**src/rtl/hazard_controller_pkg.sv**
```systemverilog
// -----------------------------------------------------------------------------
// hazard_controller_pkg
//   Shared types and helpers for the pipeline hazard controller.
//   - hz_state_t     : sequencer states (RUN / MC_WAIT / MC_DONE / REDIRECT)
//   - hz_cnt_width() : width of the shared down-counter so that it can hold
//                      both the multi-cycle preload and the redirect shadow.
//   - HZ_PERF_W      : width of the optional performance counters
//                      (present only when HAZARD_PERF_CNT_EN is defined).
// -----------------------------------------------------------------------------
package hazard_controller_pkg;

   typedef enum logic [1:0] {
      HZ_RUN      = 2'd0,
      HZ_MC_WAIT  = 2'd1,
      HZ_MC_DONE  = 2'd2,
      HZ_REDIRECT = 2'd3
   } hz_state_t;

   localparam int unsigned HZ_PERF_W = 32;

   // Counter must represent values up to max(MC_LATENCY, REDIRECT_SHADOW+1).
   function automatic int unsigned hz_cnt_width(input int unsigned mc_latency,
                                                input int unsigned shadow);
      int unsigned span;
      span = (mc_latency > shadow + 1) ? mc_latency : shadow + 1;
      return (span < 2) ? 1 : $clog2(span + 1);
   endfunction

endpackage

```
**src/rtl/hazard_controller_load_use_detect.sv**
```systemverilog
// -----------------------------------------------------------------------------
// hazard_controller_load_use_detect  (the load_use_detect block)
//   Purely combinational load-use hazard detector. Flags when the instruction
//   in ID reads a register that the load currently in EX will write.
//   Ports:
//     id_valid, id_rs1, id_rs2, id_uses_rs1, id_uses_rs2 : ID instruction fields
//     ex_valid, ex_rd, ex_mem_read                         : EX instruction fields
//     lu                                                   : load-use hazard
// -----------------------------------------------------------------------------
module hazard_controller_load_use_detect
   import hazard_controller_pkg::*;
(
   input  logic       id_valid,
   input  logic [4:0] id_rs1,
   input  logic [4:0] id_rs2,
   input  logic       id_uses_rs1,
   input  logic       id_uses_rs2,
   input  logic       ex_valid,
   input  logic [4:0] ex_rd,
   input  logic       ex_mem_read,
   output logic       lu
);

   logic load_in_ex;
   logic rs1_hit;
   logic rs2_hit;

   always_comb begin
      // x0 is never written, so a load to x0 can never create a hazard.
      load_in_ex = ex_valid & ex_mem_read & (ex_rd != 5'd0);
      rs1_hit    = id_uses_rs1 & (id_rs1 == ex_rd);
      rs2_hit    = id_uses_rs2 & (id_rs2 == ex_rd);
      lu         = load_in_ex & id_valid & (rs1_hit | rs2_hit);
   end

endmodule

```
**src/rtl/hazard_controller.sv**
```systemverilog
// -----------------------------------------------------------------------------
// hazard_controller
//   Central sequencer for the 5-stage RISC-V pipeline. Produces stall/flush
//   controls for IF/ID and ID/EX covering load-use bubbles, taken-branch/jump
//   redirects with an IMEM fetch shadow, and multi-cycle EX (mul/div) holds.
//   Outputs are combinational from state, counter and inputs (zero latency)
//   and are forced to 0 while rst is high.
//
//   Parameters:
//     MC_LATENCY      : total EX cycles of a multi-cycle op (2..64)
//     REDIRECT_SHADOW : extra flush_if cycles after a redirect (0..7)
//
//   Ports:
//     clk, rst            : clock, asynchronous active-high reset
//     id_*                : instruction in ID (valid, sources, source usage)
//     ex_valid, ex_rd     : instruction in EX
//     ex_mem_read         : EX instruction is a load
//     ex_redirect         : EX resolved a taken branch / JAL / JALR
//     ex_mc_start         : EX instruction is a multi-cycle op
//     stall_if, stall_id  : hold PC+IF/ID, hold ID/EX
//     flush_if, flush_id  : bubble IF/ID, bubble ID/EX (flush_id beats stall_id)
//     ex_hold             : multi-cycle unit busy, EX/MEM captures a bubble
//     mc_done             : release-cycle pulse of a multi-cycle op
//
//   Optional feature (macro HAZARD_PERF_CNT_EN):
//     perf_stall_cycles   : cycles with stall_if high (wraps at 2^32)
//     perf_flush_events   : accepted redirects (wraps at 2^32)
// -----------------------------------------------------------------------------
module hazard_controller
   import hazard_controller_pkg::*;
#(
   parameter int unsigned MC_LATENCY      = 4,
   parameter int unsigned REDIRECT_SHADOW = 1
)
(
   input  logic       clk,
   input  logic       rst,
   input  logic       id_valid,
   input  logic [4:0] id_rs1,
   input  logic [4:0] id_rs2,
   input  logic       id_uses_rs1,
   input  logic       id_uses_rs2,
   input  logic       ex_valid,
   input  logic [4:0] ex_rd,
   input  logic       ex_mem_read,
   input  logic       ex_redirect,
   input  logic       ex_mc_start,
   output logic       stall_if,
   output logic       stall_id,
   output logic       flush_if,
   output logic       flush_id,
   output logic       ex_hold,
   output logic       mc_done
`ifdef HAZARD_PERF_CNT_EN
   ,
   output logic [HZ_PERF_W-1:0] perf_stall_cycles,
   output logic [HZ_PERF_W-1:0] perf_flush_events
`endif
);

   localparam int unsigned CW = hz_cnt_width(MC_LATENCY, REDIRECT_SHADOW);

   // Preload values; guarded so the unused branch never underflows.
   localparam logic [CW-1:0] MC_PRELOAD =
      CW'((MC_LATENCY > 2) ? (MC_LATENCY - 3) : 0);
   localparam logic [CW-1:0] RD_PRELOAD =
      CW'((REDIRECT_SHADOW > 0) ? (REDIRECT_SHADOW - 1) : 0);

   hz_state_t     state;
   hz_state_t     state_nxt;
   logic [CW-1:0] cnt;
   logic [CW-1:0] cnt_nxt;

   logic lu;
   logic redir;
   logic mc;

   hazard_controller_load_use_detect u_load_use_detect (
      .id_valid    (id_valid),
      .id_rs1      (id_rs1),
      .id_rs2      (id_rs2),
      .id_uses_rs1 (id_uses_rs1),
      .id_uses_rs2 (id_uses_rs2),
      .ex_valid    (ex_valid),
      .ex_rd       (ex_rd),
      .ex_mem_read (ex_mem_read),
      .lu          (lu)
   );

   always_comb begin
      redir = ex_valid & ex_redirect;
      mc    = ex_valid & ex_mc_start;
   end

   // Output and next-state decode. RUN and MC_DONE share the redirect and
   // load-use handling; MC_DONE only differs by raising mc_done, ignoring a
   // new multi-cycle request and falling back to RUN.
   always_comb begin
      stall_if  = 1'b0;
      stall_id  = 1'b0;
      flush_if  = 1'b0;
      flush_id  = 1'b0;
      ex_hold   = 1'b0;
      mc_done   = 1'b0;
      state_nxt = state;
      cnt_nxt   = cnt;

      unique case (state)
         HZ_RUN, HZ_MC_DONE: begin
            mc_done   = (state == HZ_MC_DONE);
            state_nxt = HZ_RUN;
            if (redir) begin
               flush_if = 1'b1;
               flush_id = 1'b1;
               if (REDIRECT_SHADOW > 0) begin
                  state_nxt = HZ_REDIRECT;
                  cnt_nxt   = RD_PRELOAD;
               end
            end else if (mc && (state == HZ_RUN)) begin
               stall_if = 1'b1;
               stall_id = 1'b1;
               ex_hold  = 1'b1;
               if (MC_LATENCY == 2) begin
                  state_nxt = HZ_MC_DONE;
               end else begin
                  state_nxt = HZ_MC_WAIT;
                  cnt_nxt   = MC_PRELOAD;
               end
            end else if (lu) begin
               // Hold the consumer in IF/ID, push a bubble into ID/EX.
               stall_if = 1'b1;
               flush_id = 1'b1;
            end
         end

         HZ_MC_WAIT: begin
            stall_if = 1'b1;
            stall_id = 1'b1;
            ex_hold  = 1'b1;
            if (cnt == '0) begin
               state_nxt = HZ_MC_DONE;
            end else begin
               cnt_nxt = cnt - CW'(1);
            end
         end

         HZ_REDIRECT: begin
            // Wrong-path fetches still arriving from IMEM: keep squashing.
            flush_if = 1'b1;
            if (cnt == '0) begin
               state_nxt = HZ_RUN;
            end else begin
               cnt_nxt = cnt - CW'(1);
            end
         end

         default: begin
            state_nxt = HZ_RUN;
            cnt_nxt   = '0;
         end
      endcase

      // Reset forces every control low immediately, independent of state.
      if (rst) begin
         stall_if = 1'b0;
         stall_id = 1'b0;
         flush_if = 1'b0;
         flush_id = 1'b0;
         ex_hold  = 1'b0;
         mc_done  = 1'b0;
      end
   end

   always_ff @(posedge clk or posedge rst) begin
      if (rst) begin
         state <= HZ_RUN;
         cnt   <= '0;
      end else begin
         state <= state_nxt;
         cnt   <= cnt_nxt;
      end
   end

`ifdef HAZARD_PERF_CNT_EN
   logic redir_accepted;

   always_comb begin
      redir_accepted = redir & ((state == HZ_RUN) | (state == HZ_MC_DONE));
   end

   always_ff @(posedge clk or posedge rst) begin
      if (rst) begin
         perf_stall_cycles <= '0;
         perf_flush_events <= '0;
      end else begin
         if (stall_if) begin
            perf_stall_cycles <= perf_stall_cycles + HZ_PERF_W'(1);
         end
         if (redir_accepted) begin
            perf_flush_events <= perf_flush_events + HZ_PERF_W'(1);
         end
      end
   end
`else
   // Performance counters not built.
`endif

   // A redirect and a multi-cycle start in the same EX slot is illegal;
   // the redirect wins in the decode above.
   a_redir_mc_exclusive: assert property (
      @(posedge clk) disable iff (rst) !(redir && mc)
   );

endmodule

```
**config.mk**
```make
export PLATFORM = sky130hd
export DESIGN_NAME = hazard_controller
export DESIGN_NICKNAME = d
export VERILOG_FILES = /design/src/rtl/hazard_controller_pkg.sv /design/src/rtl/hazard_controller_load_use_detect.sv /design/src/rtl/hazard_controller.sv
export SDC_FILE = /design/constraint.sdc
export NUM_CORES = 1
export LEC_CHECK = 0
export ABC_AREA = 0
export BUFFER_PORTS_ARGS = -buffer_cell sky130_fd_sc_hd__clkbuf_2
export CELL_PAD_IN_SITES_DETAIL_PLACEMENT = 2
export CELL_PAD_IN_SITES_GLOBAL_PLACEMENT = 2
export CORE_ASPECT_RATIO = 1.4
export CORE_MARGIN = 3
export CORE_UTILIZATION = 19
export CTS_CLUSTER_SIZE = 40
export DETAILED_ROUTE_END_ITERATION = 8
export PLACE_DENSITY_LB_ADDON = 0.1
export SLEW_MARGIN = 20
export SYNTH_ARGS = -nofsm -noshare
export SYNTH_HDL_FRONTEND = slang
export SYNTH_SLANG_ARGS = --single-unit
```
**constraint.sdc**
```tcl
create_clock -name clk -period 1.34 [get_ports clk]
set_input_delay 0.268 -clock clk [delete_from_list [all_inputs] [get_ports clk]]
set_output_delay 0.268 -clock clk [all_outputs]
set_load 0.05 [all_outputs]
```
Word level (Yosys, flattened, before mapping)

Cells that the tools add are included.
W data, S select, Z words.

$add $sub $neg: 1
Multiply operators: 0
Div/mod/pow operators: 0
$lt $le $gt $ge: 0
Equality and inequality tests: 9
Shift operators: 0
Mux-type cells: 27
Bitwise operators: 9
Reductions and logical operators: 8

Operator list:

| cell                  | number |
|---|---|
| $mux W1               | 16 |
| $eq A5 B5 Y1          | 2 |
| $mux W3               | 3 |
| $and A1 B1 Y1         | 8 |
| $mux W2               | 3 |
| $ne A2 B2 Y1 const B  | 3 |
| $pmux W1 S2           | 3 |
| $pmux W2 S3           | 1 |
| $pmux W3 S2           | 1 |
| $reduce_bool A5 Y1    | 1 |
| $eq A2 B2 Y1 const B  | 2 |
| $reduce_and A2 Y1     | 2 |
| $reduce_or A2 Y1      | 2 |
| $logic_not A3 Y1      | 1 |
| $ne A3 B3 Y1 const B  | 1 |
| $sub A3 B1 Y3 const B | 1 |
| $eq A2 B1 Y1 const B  | 1 |
| $logic_not A2 Y1      | 1 |
| $logic_and A1 B1 Y1   | 1 |
| $or A1 B1 Y1          | 1 |

Register bits: 5
Bits in latches: 0
RAM bits: 0
Memory bits (read-only): 0
Input bits: 24
Logic and storage cells: 56
Memories kept: 0

Longest topological paths before layout

Depth after elaboration: 9
Gate-level depth with buffers: 7

By module

A second synthesis with hierarchy kept.

Cells, all modules: 57
Area total of the unflattened synthesis: 469.2 um2

By module, submodules not included:

| module                            | instances | cells each | area each (um2) | seq. area each (um2) |
|---|---|---|---|---|
| hazard_controller                 | 1         | 40         | 337.8           | 125.1 |
| hazard_controller_load_use_detect | 1         | 17         | 131.4           | 0.0 |

Least setup slack after synthesis

Ideal clock, no wire load.

Path type: reg2out
Start: register state[0]
End: output port stall_if
Arrival: 1764 ps
Data required time: 1072 ps
Setup slack: -692 ps
Stages on the path, launching flop included: 5
Path buffers: 0
Cells stage by stage: dfrtp_1 -> inv_2 -> mux2i_2 -> o211a_1 -> o21bai_1

Longest elaborated chain between the ends: 6
Elaborated cells on any way between the ends: 9

RTL lines:

| element                  | line                                               | text |
|---|---|---|
| start: declaration       | hazard_controller.sv:69                            | `hz_state_t state;` |
| start signal: assignment | hazard_controller.sv:179                           | `state <= state_nxt;` |
| $logic_not A2 Y1         | hazard_controller.sv:108, hazard_controller.sv:119 |  |
| $logic_and A1 B1 Y1      | hazard_controller.sv:119                           | `end else if (mc && (state == HZ_RUN)) begin` |
| $mux W1                  | hazard_controller.sv:119                           |  |
| $mux W1                  | hazard_controller.sv:112                           | `if (redir) begin` |
| $pmux W1 S2 (*)          | hazard_controller.sv:108                           | `unique case (state)` |
| $mux W1 (*)              | hazard_controller.sv:164                           | `if (rst) begin` |
| end: declaration         | hazard_controller.sv:48                            | `output logic stall_if,` |

Mark *: on every way between the ends. The rest lies on a longest branch, timed or not.

Final worst setup path

Ends and elaborated chain as after synthesis.

==> results by group <==
Status
  • Status: finished with violations
  • Failing checks: negative setup slack

STA
  • RSZ-0062 raised after global routing: true
  • Min cycle time layout: 1.77 ns
  • Clock skew: 0.000613 ns
  • Slew Limit Fails: 0
  • Fmax: 0.566 GHz
  • Worst Max-Slew Pin Slew: 0.332 ns
  • Worst setup margin: -0.426 ns
  • Final setup fails: 6
  • Setup TNS: -2.12 ns
  • Slew headroom: 77.8%
  • Final worst-path cycle share: 132%
  • Final Hold Vio Count: 0

Pwr
  • Psw: 0.837 mW
  • Leak pwr: 0.501 nW
  • Clk pwr share: 8.3%
  • Cell area power density: 1860 nW/µm²
  • VDD IR max: 881 µV
  • Part of the power in registers: 14.1%
  • Sw Share: 41.6%
  • Logic pwr share: 77.6%
  • Cell-internal power: 1.17 mW

Synth
  • Synthesized instance count: 57
  • Register bit total from synthesis: 5
  • Number of flops mapped to enable cells by yosys: 0
  • Yosys top cell by area: dfrtp_1
  • Ys flop type: dfrtp_1
  • Top cell type's share of synthesized area: 25.7%
  • Synth Cell Area: 487 µm²
  • Netlist cell types: 26
  • Syn Nets: 83
  • Sequential fraction of the synthesis area: 25.7%
  • Area contributors post-synth: dfrtp_1 (26%), xor2_1 (14%), xnor2_1 (5.4%)
  • Fraction of registers with async set/reset: 100%
  • Synthesis Warnings: 0
  • Avg Inst Size Synth: 8.54 µm²

Critical path
  • CP Data Required Time: 1.07 ns
  • WP data arrival: 1.50 ns
  • Setup CP Type: register to output pin
  • Worst setup SP type: register
  • Crit path max fanout: 3
  • Critical path endpoint category: output pin

CTS
  • TritonCTS Buffers: 3
  • CTS Buffer Depth: 2
  • H-tree depth: 1
  • Clk sinks: 5
  • Clock-pin slew on the worst setup and hold paths: 0.04 ns
  • Hold_buf cts: 0
  • CTS root buf: clkbuf_4
  • CTS tree: built
  • Latest clock arrival within the worst-skew pair: 0.23 ns

Job
  • Max-cap violation count: 0

Routing
  • DR vias/cell: 4.34
  • DRT iter0 DRCs: 6
  • Post-detailed-route count of antenna-violating nets: 0
  • Via count: 633
  • DR pass1 iterations: 2
  • Drc violations: 0
  • Final WL: 2200 µm
  • WL per Instance: 15.0 µm

Floorplanning
  • I/O pins: 30
  • Cell Rows: 21
  • Die ar.: 3210 µm²
  • Starting density of the core: 20.1%
  • Die Wd: 48.8 µm
  • Die H: 65.9 µm
  • Core box area: 2420 µm²

Global routing
  • First-pass GRT wire length: 3310 µm
  • Initial antenna violation count: 0
  • GR Overflow Total: 0
  • GRT Total Usage: 13.6%
  • Vias in the first global route: 719
  • Largest net degree at the start of global routing: 9

Placed design
  • Dpl hpwl: 1670 µm
  • PortBufs: 29
  • Placed cells: 137
  • Placed Area: 895 µm²
  • GP Congestion: 0.725

Finish
  • Fill count: 285
  • Layout Cells excl Fill: 146
  • Reg area: 126 µm²
  • Design area: 1080 µm²
  • Final nets: 139
  • Area growth syn-to-layout: 122%
  • Fraction of layout cells with a size suffix above 1: 67.9%
  • Final Core Density: 44.8%
  • Area of the multi-input gates: 449 µm²
  • Diodes inserted: 0

Min path
  • Hold Path Class: primary input to asynchronous set/reset pin
-- Yosys cell counts (all sizes together), types with 2 or more instances --
master,count
a21oi,3
and2,2
dfrtp,5
ha,2
inv,6
nand2,6
nand3,2
nor2,4
nor4,2
o31ai,3
xnor2,3
xor2,8
-- worst paths after layout --
check	startpoint	to	slack [ns]	depth (start not counted)
setup / recovery	state[0]	stall_if	-0.43	5
hold / removal	rst	cnt[2]	0.08	3
setup reg to reg	state[1]	cnt[0]	0.02	5
hold reg to reg	cnt[1]	cnt[1]	0.50	2
max in group asynchronous	rst	state[0]	1.11	3
min in group clk	cnt[1]	cnt[1]	0.50	2
-- power groups by stage --
| stage | combinational (mW) | clock, mW | sequential, mW |
|---|---|---|---|
| 6_report | 1.56 | 0.167 | 0.283 |
| 5_1_grt | 1.70 | 0.189 | 0.292 |
| 4_1_cts | 1.40 | 0.176 | 0.282 |
| 3_5_place_dp | 1.17 | 0 | 0.286 |
| 3_3_place_gp | 1.13 | 0 | 0.283 |
| 2_1_floorplan | 0.669 | 0 | 0.307 |
-- flip-flops by register name, indices dropped and copies added (netlist names) --
register / count
state: 2
cnt: 3
-- per-layer routing --
layer / up-vias / track usage, % / part of all wire, %
li1: 308 / - / -
met1: 301 / 12.7 / 32
met2: 22 / 27.9 / 62
met3: 2 / 2.93 / 4.7
met4: 0 / 5.34 / 0.46
met5: - / 0 / 0
-- cell usage in the layout, fill, tap and decap left out, drive strengths merged --
cell	synthesis	routed
clkbuf	0	27
and3	1	1
xnor2	3	3
a32oi	1	1
nor3	1	1
nand3	2	2
buf	1	29
o21bai	1	1
and3b	1	1
and2	2	2
ha	2	2
dfrtp	5	5
xor2	8	8
nor2	4	4
o31ai	3	3
inv	6	6
mux2i	1	1
o211a	1	1
a21oi	3	3
o311a	1	1
nand2	6	6
o31a	1	1
o21ai	1	1
nor4	2	2
-- worst max-delay path, cell delays in order (launching register included) --
cell,delay (ns)
dfrtp_2,0.41
inv_4,0.08
mux2i_4,0.28
o211a_4,0.21
o21bai_4,0.12
buf_8,0.16
-- area by class of cell --
type,count,area share [%]
multi-input cells,45,41.5
repair buffers,52,38.2
flip-flops and latches,5,11.7
well taps,34,3.93
clock buffers,4,2.43
inverters,6,2.31
-- cell families after synthesis --
kind of cell             Yosys count  share of synthesized area [%]
AO/OA/AOI/OAI                     12                           21.1
flip-flops                         5                           25.7
buffers and inverters              7                           6.17
adder cells (fa/ha/maj)            2                           5.14
AND/OR/NAND/NOR                   19                           19.3
multiplexers                       1                           2.83
XOR/XNOR                          11                           19.8
-- what timing repair did --
action / 4_1_cts / 5_1_grt
pin swaps: 4 / 1
endpoints found under the setup margin: 7 / 9
setup buffers: 4 / 3
gates resized for setup: 16 / 13
-- stage by stage --
step           hold slack, ns  setup WS, ns  power, mW
3_5_place_dp            0.305        -0.538       1.46
5_1_grt                0.0698        -0.481       2.18
2_1_floorplan          0.0858        -0.250      0.976
3_3_place_gp            0.298        -0.485       1.42
6_report               0.0821        -0.426       2.01
4_1_cts                0.0533        -0.413       1.86
(Power assumes the default switching activity.)
